$ cat src/rtl/stream_bias_activation_if.sv
// Stream bundle for stream_bias_activation: pre-activation input, bias write port,
// and the activated output stream with index/last tags and the sticky saturation flag.
interface stream_bias_activation_if #(
  parameter int unsigned BITS    = 16,
  parameter int unsigned OUTPUTS = 10
);
  localparam int unsigned AW = $clog2(OUTPUTS);

  logic                   in_valid;
  logic signed [BITS-1:0] a;
  logic                   bias_wr_en;
  logic [AW-1:0]          bias_wr_addr;
  logic signed [BITS-1:0] bias_wr_data;
  logic                   out_valid;
  logic signed [BITS-1:0] c;
  logic [AW-1:0]          out_index;
  logic                   out_last;
  logic                   sat_flag;

  modport slave (
    input  in_valid, a, bias_wr_en, bias_wr_addr, bias_wr_data,
    output out_valid, c, out_index, out_last, sat_flag
  );

  modport master (
    output in_valid, a, bias_wr_en, bias_wr_addr, bias_wr_data,
    input  out_valid, c, out_index, out_last, sat_flag
  );
endinterface

$ cat src/rtl/stream_bias_activation.sv
// Per-neuron bias add, saturation and activation stage behind the MAC chain (2-stage pipeline).
// Define STREAM_BIAS_RELU_EN to apply ReLU after saturation; otherwise activation is identity.
module stream_bias_activation #(
  parameter int unsigned BITS    = 16,
  parameter int unsigned OUTPUTS = 10
) (
  input  logic                     clk,
  input  logic                     rstn,
  stream_bias_activation_if.slave  bus
);
  localparam int unsigned AW = $clog2(OUTPUTS);
  localparam int unsigned SW = BITS + 1;

  logic signed [BITS-1:0] bias_q [OUTPUTS];
  logic [AW-1:0]          cnt_q;

  logic                   s1_valid_q;
  logic signed [BITS-1:0] s1_a_q;
  logic signed [BITS-1:0] s1_bias_q;
  logic [AW-1:0]          s1_idx_q;

  logic signed [SW-1:0]   sum_c;
  logic                   ovf_c;
  logic signed [BITS-1:0] sat_c;
  logic signed [BITS-1:0] act_c;

  // Bias file; a write lands at the edge, so a same-edge stage-1 read still sees the old value
  always_ff @(posedge clk) begin
    if (!rstn) begin
      for (int i = 0; i < OUTPUTS; i++) bias_q[i] <= '0;
    end else if (bus.bias_wr_en) begin
      for (int i = 0; i < OUTPUTS; i++) begin
        if (bus.bias_wr_addr == AW'(i)) bias_q[i] <= bus.bias_wr_data;
      end
    end
  end

  // Stage 1: capture operand, neuron index and its bias; advance the neuron counter
  always_ff @(posedge clk) begin
    if (!rstn) begin
      cnt_q      <= '0;
      s1_valid_q <= 1'b0;
      s1_a_q     <= '0;
      s1_bias_q  <= '0;
      s1_idx_q   <= '0;
    end else begin
      s1_valid_q <= bus.in_valid;
      if (bus.in_valid) begin
        s1_a_q    <= bus.a;
        s1_bias_q <= bias_q[cnt_q];
        s1_idx_q  <= cnt_q;
        cnt_q     <= (cnt_q == AW'(OUTPUTS - 1)) ? '0 : cnt_q + AW'(1);
      end
    end
  end

  // Stage 2 datapath: widened add, clamp on overflow, then activation
  always_comb begin
    sum_c = SW'(s1_a_q) + SW'(s1_bias_q);
    ovf_c = sum_c[BITS] != sum_c[BITS-1];
    sat_c = sum_c[BITS-1:0];
    if (ovf_c) begin
      sat_c = sum_c[BITS] ? {1'b1, {(BITS-1){1'b0}}} : {1'b0, {(BITS-1){1'b1}}};
    end
    act_c = sat_c;
`ifdef STREAM_BIAS_RELU_EN
    if (sat_c[BITS-1]) act_c = '0;
`endif
  end

  // Stage 2 output registers; c and out_index hold across idle cycles
  always_ff @(posedge clk) begin
    if (!rstn) begin
      bus.out_valid <= 1'b0;
      bus.c         <= '0;
      bus.out_index <= '0;
      bus.out_last  <= 1'b0;
      bus.sat_flag  <= 1'b0;
    end else begin
      bus.out_valid <= s1_valid_q;
      bus.out_last  <= s1_valid_q && (s1_idx_q == AW'(OUTPUTS - 1));
      if (s1_valid_q) begin
        bus.c         <= act_c;
        bus.out_index <= s1_idx_q;
        if (ovf_c) bus.sat_flag <= 1'b1;
      end
    end
  end
endmodule

$ cat src/flat_wrapper.sv
// flat-port wrapper written by rule: the top's interface ports become plain ports
module stream_bias_activation_flat 
#(
  parameter int unsigned BITS    = 16,
  parameter int unsigned OUTPUTS = 10
)
  (clk, rstn, bus_in_valid, bus_a, bus_bias_wr_en, bus_bias_wr_addr, bus_bias_wr_data, bus_out_valid, bus_c, bus_out_index, bus_out_last, bus_sat_flag);
  stream_bias_activation_if #(.BITS(BITS), .OUTPUTS(OUTPUTS)) bus_i ();
  input  logic clk;
  input  logic rstn;
  input wire logic [$bits(bus_i.in_valid)-1:0] bus_in_valid;
  input wire logic [$bits(bus_i.a)-1:0] bus_a;
  input wire logic [$bits(bus_i.bias_wr_en)-1:0] bus_bias_wr_en;
  input wire logic [$bits(bus_i.bias_wr_addr)-1:0] bus_bias_wr_addr;
  input wire logic [$bits(bus_i.bias_wr_data)-1:0] bus_bias_wr_data;
  output wire logic [$bits(bus_i.out_valid)-1:0] bus_out_valid;
  output wire logic [$bits(bus_i.c)-1:0] bus_c;
  output wire logic [$bits(bus_i.out_index)-1:0] bus_out_index;
  output wire logic [$bits(bus_i.out_last)-1:0] bus_out_last;
  output wire logic [$bits(bus_i.sat_flag)-1:0] bus_sat_flag;
  assign bus_i.in_valid = bus_in_valid;
  assign bus_i.a = bus_a;
  assign bus_i.bias_wr_en = bus_bias_wr_en;
  assign bus_i.bias_wr_addr = bus_bias_wr_addr;
  assign bus_i.bias_wr_data = bus_bias_wr_data;
  assign bus_out_valid = bus_i.out_valid;
  assign bus_c = bus_i.c;
  assign bus_out_index = bus_i.out_index;
  assign bus_out_last = bus_i.out_last;
  assign bus_sat_flag = bus_i.sat_flag;
  stream_bias_activation #(.BITS(BITS), .OUTPUTS(OUTPUTS)) u_core (.clk(clk), .rstn(rstn), .bus(bus_i));
endmodule
$ cat config.mk
export PLATFORM = sky130hd
export DESIGN_NAME = stream_bias_activation_flat
export DESIGN_NICKNAME = d
export VERILOG_FILES = /design/src/rtl/stream_bias_activation_if.sv /design/src/rtl/stream_bias_activation.sv /design/src/flat_wrapper.sv
export SDC_FILE = /design/constraint.sdc
export NUM_CORES = 1
export LEC_CHECK = 0
export BUFFER_PORTS_ARGS = -buffer_cell sky130_fd_sc_hd__buf_4
export CORE_MARGIN = 10
export CORE_UTILIZATION = 40
export CTS_CLUSTER_SIZE = 24
export DETAILED_ROUTE_END_ITERATION = 16
export PLACE_DENSITY = 0.65
export SLEW_MARGIN = 40
export SYNTH_ARGS = -nofsm -noshare
export SYNTH_HDL_FRONTEND = slang
export SYNTH_SLANG_ARGS = --single-unit
$ cat constraint.sdc
create_clock -name clk -period 3.6 [get_ports clk]
set_clock_uncertainty 0.05 [all_clocks]
set_input_delay 0.18 -clock clk [delete_from_list [all_inputs] [get_ports clk]]
set_output_delay 0.18 -clock clk [all_outputs]
set_load 0.01 [all_outputs]
==> results.json, run 1 <==
{
  "fp.dieW_um": 181,
  "synth_seq_cells": 224,
  "viasPerCell": 5.11,
  "initial_core_util": 0.410,
  "grt_max_degree": 48,
  "routabilityCongestion": 0.767,
  "ys.flop_type": "edfxtp_1",
  "whs_path_depth": 3,
  "rr_worst_depth": 11,
  "min-delay-start": "rstn",
  "synth_nets": 871,
  "dpl.hpwl_um": 14900,
  "antenna_cells": 0,
  "cts_tree": "done",
  "yosysMostFrequentCell": "and2_1",
  "grt_remaining_overflow": 0,
  "arrival_ns": 3.43,
  "synth_edf_count": 160,
  "startpoint_type": "flip-flop",
  "worstMarginPinSlew_ns": 0.741,
  "hp-class": "primary input to flip-flop",
  "syn_avg_cell_area_um2": 12.8,
  "place_inst": 1183,
  "r2r_setup_slack_ns": 0.57,
  "rsz0062_at_grt": "no",
  "hold_viol": 0,
  "grt_pass1_wl_um": 36800,
  "worstReg2RegStart": "u_core.s1_bias_q[0]$_SDFFE_PN0P_",
  "io_buffers": 62,
  "period_share": 0.841,
  "yosys_warnings": 0,
  "end_kind": "flip-flop",
  "slew_headroom": 0.504,
  "drcViolationCount": 0,
  "whs_ns": 0.0405,
  "async_flop_share": 0,
  "antenna_found_initial": 0,
  "totalWireLength_um": 22900,
  "drtIter0Drc": 361,
  "num_rows": 58,
  "rr_endpoint": "u_core.bus.c[12]$_SDFFE_PN0P_",
  "cp.required_ns": 4.00,
  "clock.fmax_ghz": 0.330,
  "vias": 6425,
  "period_minus_slack_ns": 3.03,
  "fin_setup_tns_ns": 0,
  "clkTransAtPathRegs_ns": 0.06,
  "routedWlPerCell_um": 18.2,
  "power_density_mw_per_mm2": 494,
  "drive_gt1_frac": 0.190,
  "ios": 63,
  "synth_commonest_cells": "and2_1 (161), edfxtp_1 (160), dfxtp_1 (64)",
  "ant_nets": 0,
  "htreeDepth": 1,
  "fillCellCount": 2234,
  "holdPathEnd": "u_core.bus.sat_flag$_SDFFE_PN0P_",
  "routed-wl-met2_um": 10800,
  "clock_path_buffers": 3,
  "first_pass_iters": 5,
  "top_layer": "met4",
  "first_global_vias": 6668,
  "synth_top_area_cell": "edfxtp_1",
  "stdcell_count": 1258,
  "finalSetupViolations": 0,
  "synth.distinct_cells": 43,
  "slew_violations": 0,
  "area_growth_pct": 19.6,
  "drv_cap": 0,
  "grt_usage": 0.138,
  "clock_latency_ns": 0.53,
  "cts_buffers": 25,
  "status": "complete, no violations",
  "clock_sinks": 224,
  "m1WireLength_um": 10500,
  "worst_ir_drop_vdd_v": 0.000454,
  "power_uw": 6130,
  "wl_met3_um": 1190,
  "final_nets": 969,
  "synth.area.top_cells": "edfxtp_1 (46%), dfxtp_1 (12%), and2_1 (9.7%)",
  "dieArea_mm2": 0.0328,
  "coreArea_mm2": 0.0253,
  "synthCells": 814,
  "netlist_area_mm2": 0.0104,
  "p_leak_uw": 0.00468,
  "ys_seq_area_frac": 0.586,
  "root_buffer": "clkbuf_16",
  "fp.dieH_um": 181,
  "path_class": "flip-flop to flip-flop",
  "path_max_fanout": 7,
  "synth_top_area_frac": 0.463
}
==> flip-flops by register name, summed over array words and instances, names as in the netlist <==
| register | cells |
|---|---|
| u_core.bias_q | 160 |
| u_core.bus.c | 16 |
| u_core.s1_a_q | 16 |
| u_core.s1_bias_q | 16 |
| u_core.bus.out_index | 4 |
| u_core.cnt_q | 4 |
| u_core.s1_idx_q | 4 |
| u_core.bus.out_last | 1 |
| u_core.bus.out_valid | 1 |
| u_core.bus.sat_flag | 1 |
| u_core.s1_valid_q | 1 |
==> per-stage QoR <==
step	setup WS [ns]	instance area [µm²]	util
floorplan	0.995	10400	-
global placement	0.708	11300	0.445
detailed placement	0.596	11300	0.446
CTS	0.583	12400	0.490
global route	0.316	12400	0.490
finish	0.573	12400	0.490
==> how the worst max path moves through the flow <==
stage / depth (start not counted) / slack [ns] / startpoint / to
global route: 11 / 0.32 / u_core.s1_bias_q[0]$_SDFFE_PN0P_ / u_core.bus.c[12]$_SDFFE_PN0P_
detailed placement: 11 / 0.60 / u_core.s1_bias_q[0]$_SDFFE_PN0P_ / u_core.bus.c[12]$_SDFFE_PN0P_
floorplan: 11 / 0.99 / u_core.s1_bias_q[0]$_SDFFE_PN0P_ / u_core.bus.c[6]$_SDFFE_PN0P_
global placement: 11 / 0.71 / u_core.s1_bias_q[0]$_SDFFE_PN0P_ / u_core.bus.c[11]$_SDFFE_PN0P_
finish: 11 / 0.57 / u_core.s1_bias_q[0]$_SDFFE_PN0P_ / u_core.bus.c[12]$_SDFFE_PN0P_
CTS: 11 / 0.58 / u_core.s1_bias_q[0]$_SDFFE_PN0P_ / u_core.bus.c[12]$_SDFFE_PN0P_
==> power by group <==
part           total, µW  switching, µW  internal, µW
Sequential          2990           74.3          2920
Combinational        720            373           347
Clock               2420           1020          1400
Total               6130           1460          4660
==> per-layer routing <==
metal,up-vias,global-route usage
met2,144,0.225
met5,-,0
met4,0,0.0329
met3,27,0.0252
met1,3102,0.186
li1,3152,-
==> cell type report <==
cell class	count	area (µm²)	area share
sequential	224	6090	0.491
multi-input combinational	533	4120	0.332
timing repair buffer	118	966	0.0778
clock buffer	30	708	0.0571
tap	330	413	0.0333
clock inverter	13	76.3	0.00615
inverter	10	37.5	0.00302
==> worst max-delay path, stage by stage (launching register included) <==
cell	delay (ns)
dfxtp_1	0.34
ha_1	0.20
inv_1	0.07
fa_1	0.44
nand2b_1	0.17
a21oi_1	0.19
o21ai_1	0.15
o21bai_1	0.29
a31oi_1	0.33
buf_4	0.27
maj3_2	0.31
a21oi_1	0.15
==> timing repair <==
item | in CTS | in global routing
gates resized for setup | 0 | 0
buffers inserted | 0 | 0
hold buffers | 32 | 0
endpoints found under the hold margin | 176 | 0
==> kinds of logic (layout without fill, tap and decap cells) <==
| kind of cell | after synthesis | after routing | share of synthesized area |
|---|---|---|---|
| AO/OA/AOI/OAI | 123 | 123 | 0.0709 |
| XOR/XNOR | 18 | 18 | 0.0152 |
| AND/OR/NAND/NOR | 277 | 277 | 0.151 |
| multiplexers | 87 | 87 | 0.122 |
| adder cells (fa/ha/maj) | 28 | 28 | 0.0330 |
| buffers and inverters | 57 | 171 | 0.0213 |
| flip-flops | 224 | 224 | 0.586 |
==> placed cells by master, fill, tap and decap left out, drive strengths merged, types with 5 or more instances in the layout <==
cell type	instances
clkbuf	30
o21ai	33
mux4	32
mux2i	55
a21o	5
inv	12
nand2	19
a21oi	46
buf	86
dlygate4sd3	32
nor2b	21
nor2	54
edfxtp	160
and2	161
a211oi	18
xor2	5
nand2b	5
clkinv	10
ha	16
dfxtp	64
maj3	11
nand3	6
xnor2	13
(Power assumes the default switching activity.)
==> inputs of run 2 (changes only) <==
PLACE_DENSITY = 0.67   (was 0.65)
clock period = 2.7 ns   (was 3.6 ns; I/O delays follow)
==> run 2 against run 1 <==
Compared with the run above:
- setup slack lost 0.40 ns
- core utilization grew 0.60 points
- sequential power grew 33%
- total power grew 32%
- register-to-register slack lost 0.40 ns
- global-route usage grew 0.11 points
- die area is the same
- critical path depth is the same
- critical path type unchanged
- critical endpoint is now u_core.bus.c[8]$_SDFFE_PN0P_
==> results.json, run 2 (synthesis results as in run 1) <==
{
  "grt_pass1_wl_um": 37500,
  "totalWireLength_um": 23400,
  "power_density_mw_per_mm2": 642,
  "rsz0062_at_grt": "no",
  "initial_core_util": 0.410,
  "worst_ir_drop_vdd_v": 0.000484,
  "clock_latency_ns": 0.52,
  "most-common-layout-cells": "and2_1 (161), edfxtp_1 (160), buf_4 (100), dfxtp_1 (63), mux2i_1 (55)",
  "slew_headroom": 0.577,
  "drv_cap": 0,
  "hold_viol": 0,
  "clkTransAtPathRegs_ns": 0.06,
  "dpl.hpwl_um": 15500,
  "fp.dieH_um": 181,
  "num_rows": 58,
  "m1WireLength_um": 11000,
  "largest_register": "u_core.bias_q",
  "startpoint_type": "flip-flop",
  "largest_reg_flops": 160,
  "slew_violations": 0,
  "drcViolationCount": 0,
  "end_kind": "flip-flop",
  "drive_gt1_frac": 0.205,
  "routedWlPerCell_um": 18.3,
  "vias": 6535,
  "fillCellCount": 2160,
  "stdcell_count": 1277,
  "dieArea_mm2": 0.0328,
  "wl_met3_um": 1070,
  "area_growth_pct": 21.0,
  "grt_remaining_overflow": 0,
  "period_share": 0.937,
  "period_minus_slack_ns": 2.53,
  "final_nets": 986,
  "ios": 63,
  "fin_setup_tns_ns": 0,
  "viasPerCell": 5.12,
  "drtIter0Drc": 376,
  "clock.fmax_ghz": 0.395,
  "top_layer": "met4",
  "io_buffers": 62,
  "place_inst": 1197,
  "grt_usage": 0.139,
  "routabilityCongestion": 0.824,
  "p_leak_uw": 0.00476,
  "power_uw": 8060,
  "worstMarginPinSlew_ns": 0.630,
  "final_common_cell": "and2_1",
  "cts_tree": "done",
  "antenna_cells": 0,
  "path_max_fanout": 6,
  "cp.required_ns": 3.08,
  "antenna_found_initial": 0,
  "clock_path_buffers": 3,
  "fp.dieW_um": 181,
  "whs_ns": 0.0772,
  "first_global_vias": 6843,
  "root_buffer": "clkbuf_16",
  "grt_max_degree": 37,
  "cts_buffers": 24,
  "clock_sinks": 224,
  "utilization": 0.496,
  "htreeDepth": 1,
  "status": "complete, no violations",
  "path_class": "flip-flop to flip-flop",
  "arrival_ns": 2.91,
  "finalSetupViolations": 0,
  "routed-wl-met2_um": 10800,
  "hp-class": "primary input to flip-flop",
  "coreArea_mm2": 0.0253,
  "ant_nets": 0,
  "first_pass_iters": 4
}
run 2: cell types whose count changed in the layout (fill, tap and decap cells not counted), sizes merged:
cell and delta:
dlygate4sd3 +1, clkinvlp -1, buf +17, bufinv +1, clkbuf +3, inv -2
run 2: layout make-up:
cell class	count	area [µm²]	share of cell area
flip-flops and latches	224	6090	0.485
clock inverters	11	90.1	0.00717
well taps	330	413	0.0329
clock buffers	33	644	0.0513
repair buffers	136	1130	0.0897
inverters	10	37.5	0.00299
multi-input cells	533	4160	0.331
run 2: metal layers:
layer,track usage,up-vias
met3,0.0230,30
met5,0,-
met4,0.0332,0
met1,0.189,3178
met2,0.227,146
li1,-,3181
run 2: worst paths after layout:
kind | start | to | slack, ns | cells past startpoint
hold reg to reg | u_core.bus.sat_flag$_SDFFE_PN0P_ | u_core.bus.sat_flag$_SDFFE_PN0P_ | 0.41 | 2
hold / removal | bus_bias_wr_addr[1] | u_core.bias_q[1][1]$_SDFFCE_PN0P_ | 0.08 | 2
setup reg to reg | u_core.s1_bias_q[0]$_SDFFE_PN0P_ | u_core.bus.c[8]$_SDFFE_PN0P_ | 0.17 | 11
setup / recovery | u_core.s1_bias_q[0]$_SDFFE_PN0P_ | u_core.bus.c[8]$_SDFFE_PN0P_ | 0.17 | 11
run 2: critical path: stages (launching register included):
cell	delay [ns]
dfxtp_1	0.34
ha_2	0.20
inv_1	0.06
fa_2	0.40
nand2b_4	0.17
a21oi_4	0.17
o21ai_2	0.10
o21bai_2	0.22
a31oi_4	0.12
buf_4	0.18
maj3_2	0.30
a21oi_1	0.15
run 2: power breakdown:
group	internal [µW]	switching, µW
Clock	1770	1300
Combinational	497	523
Sequential	3890	88.4
Total	6150	1910
run 2: metrics by stage:
stage	worst slack [ns]	instance area, µm²
2_1_floorplan	0.0948	10400
3_3_place_gp	0.0945	11400
3_5_place_dp	0.0336	11400
4_1_cts	0.0199	12500
5_1_grt	0.0206	12600
6_report	0.169	12600
run 2: timing repair:
item	in CTS	in global routing
hold buffers	33	0
resized for setup	0	13
setup endpoints to repair	0	16
hold endpoints to repair	182	0
buffers inserted	0	2
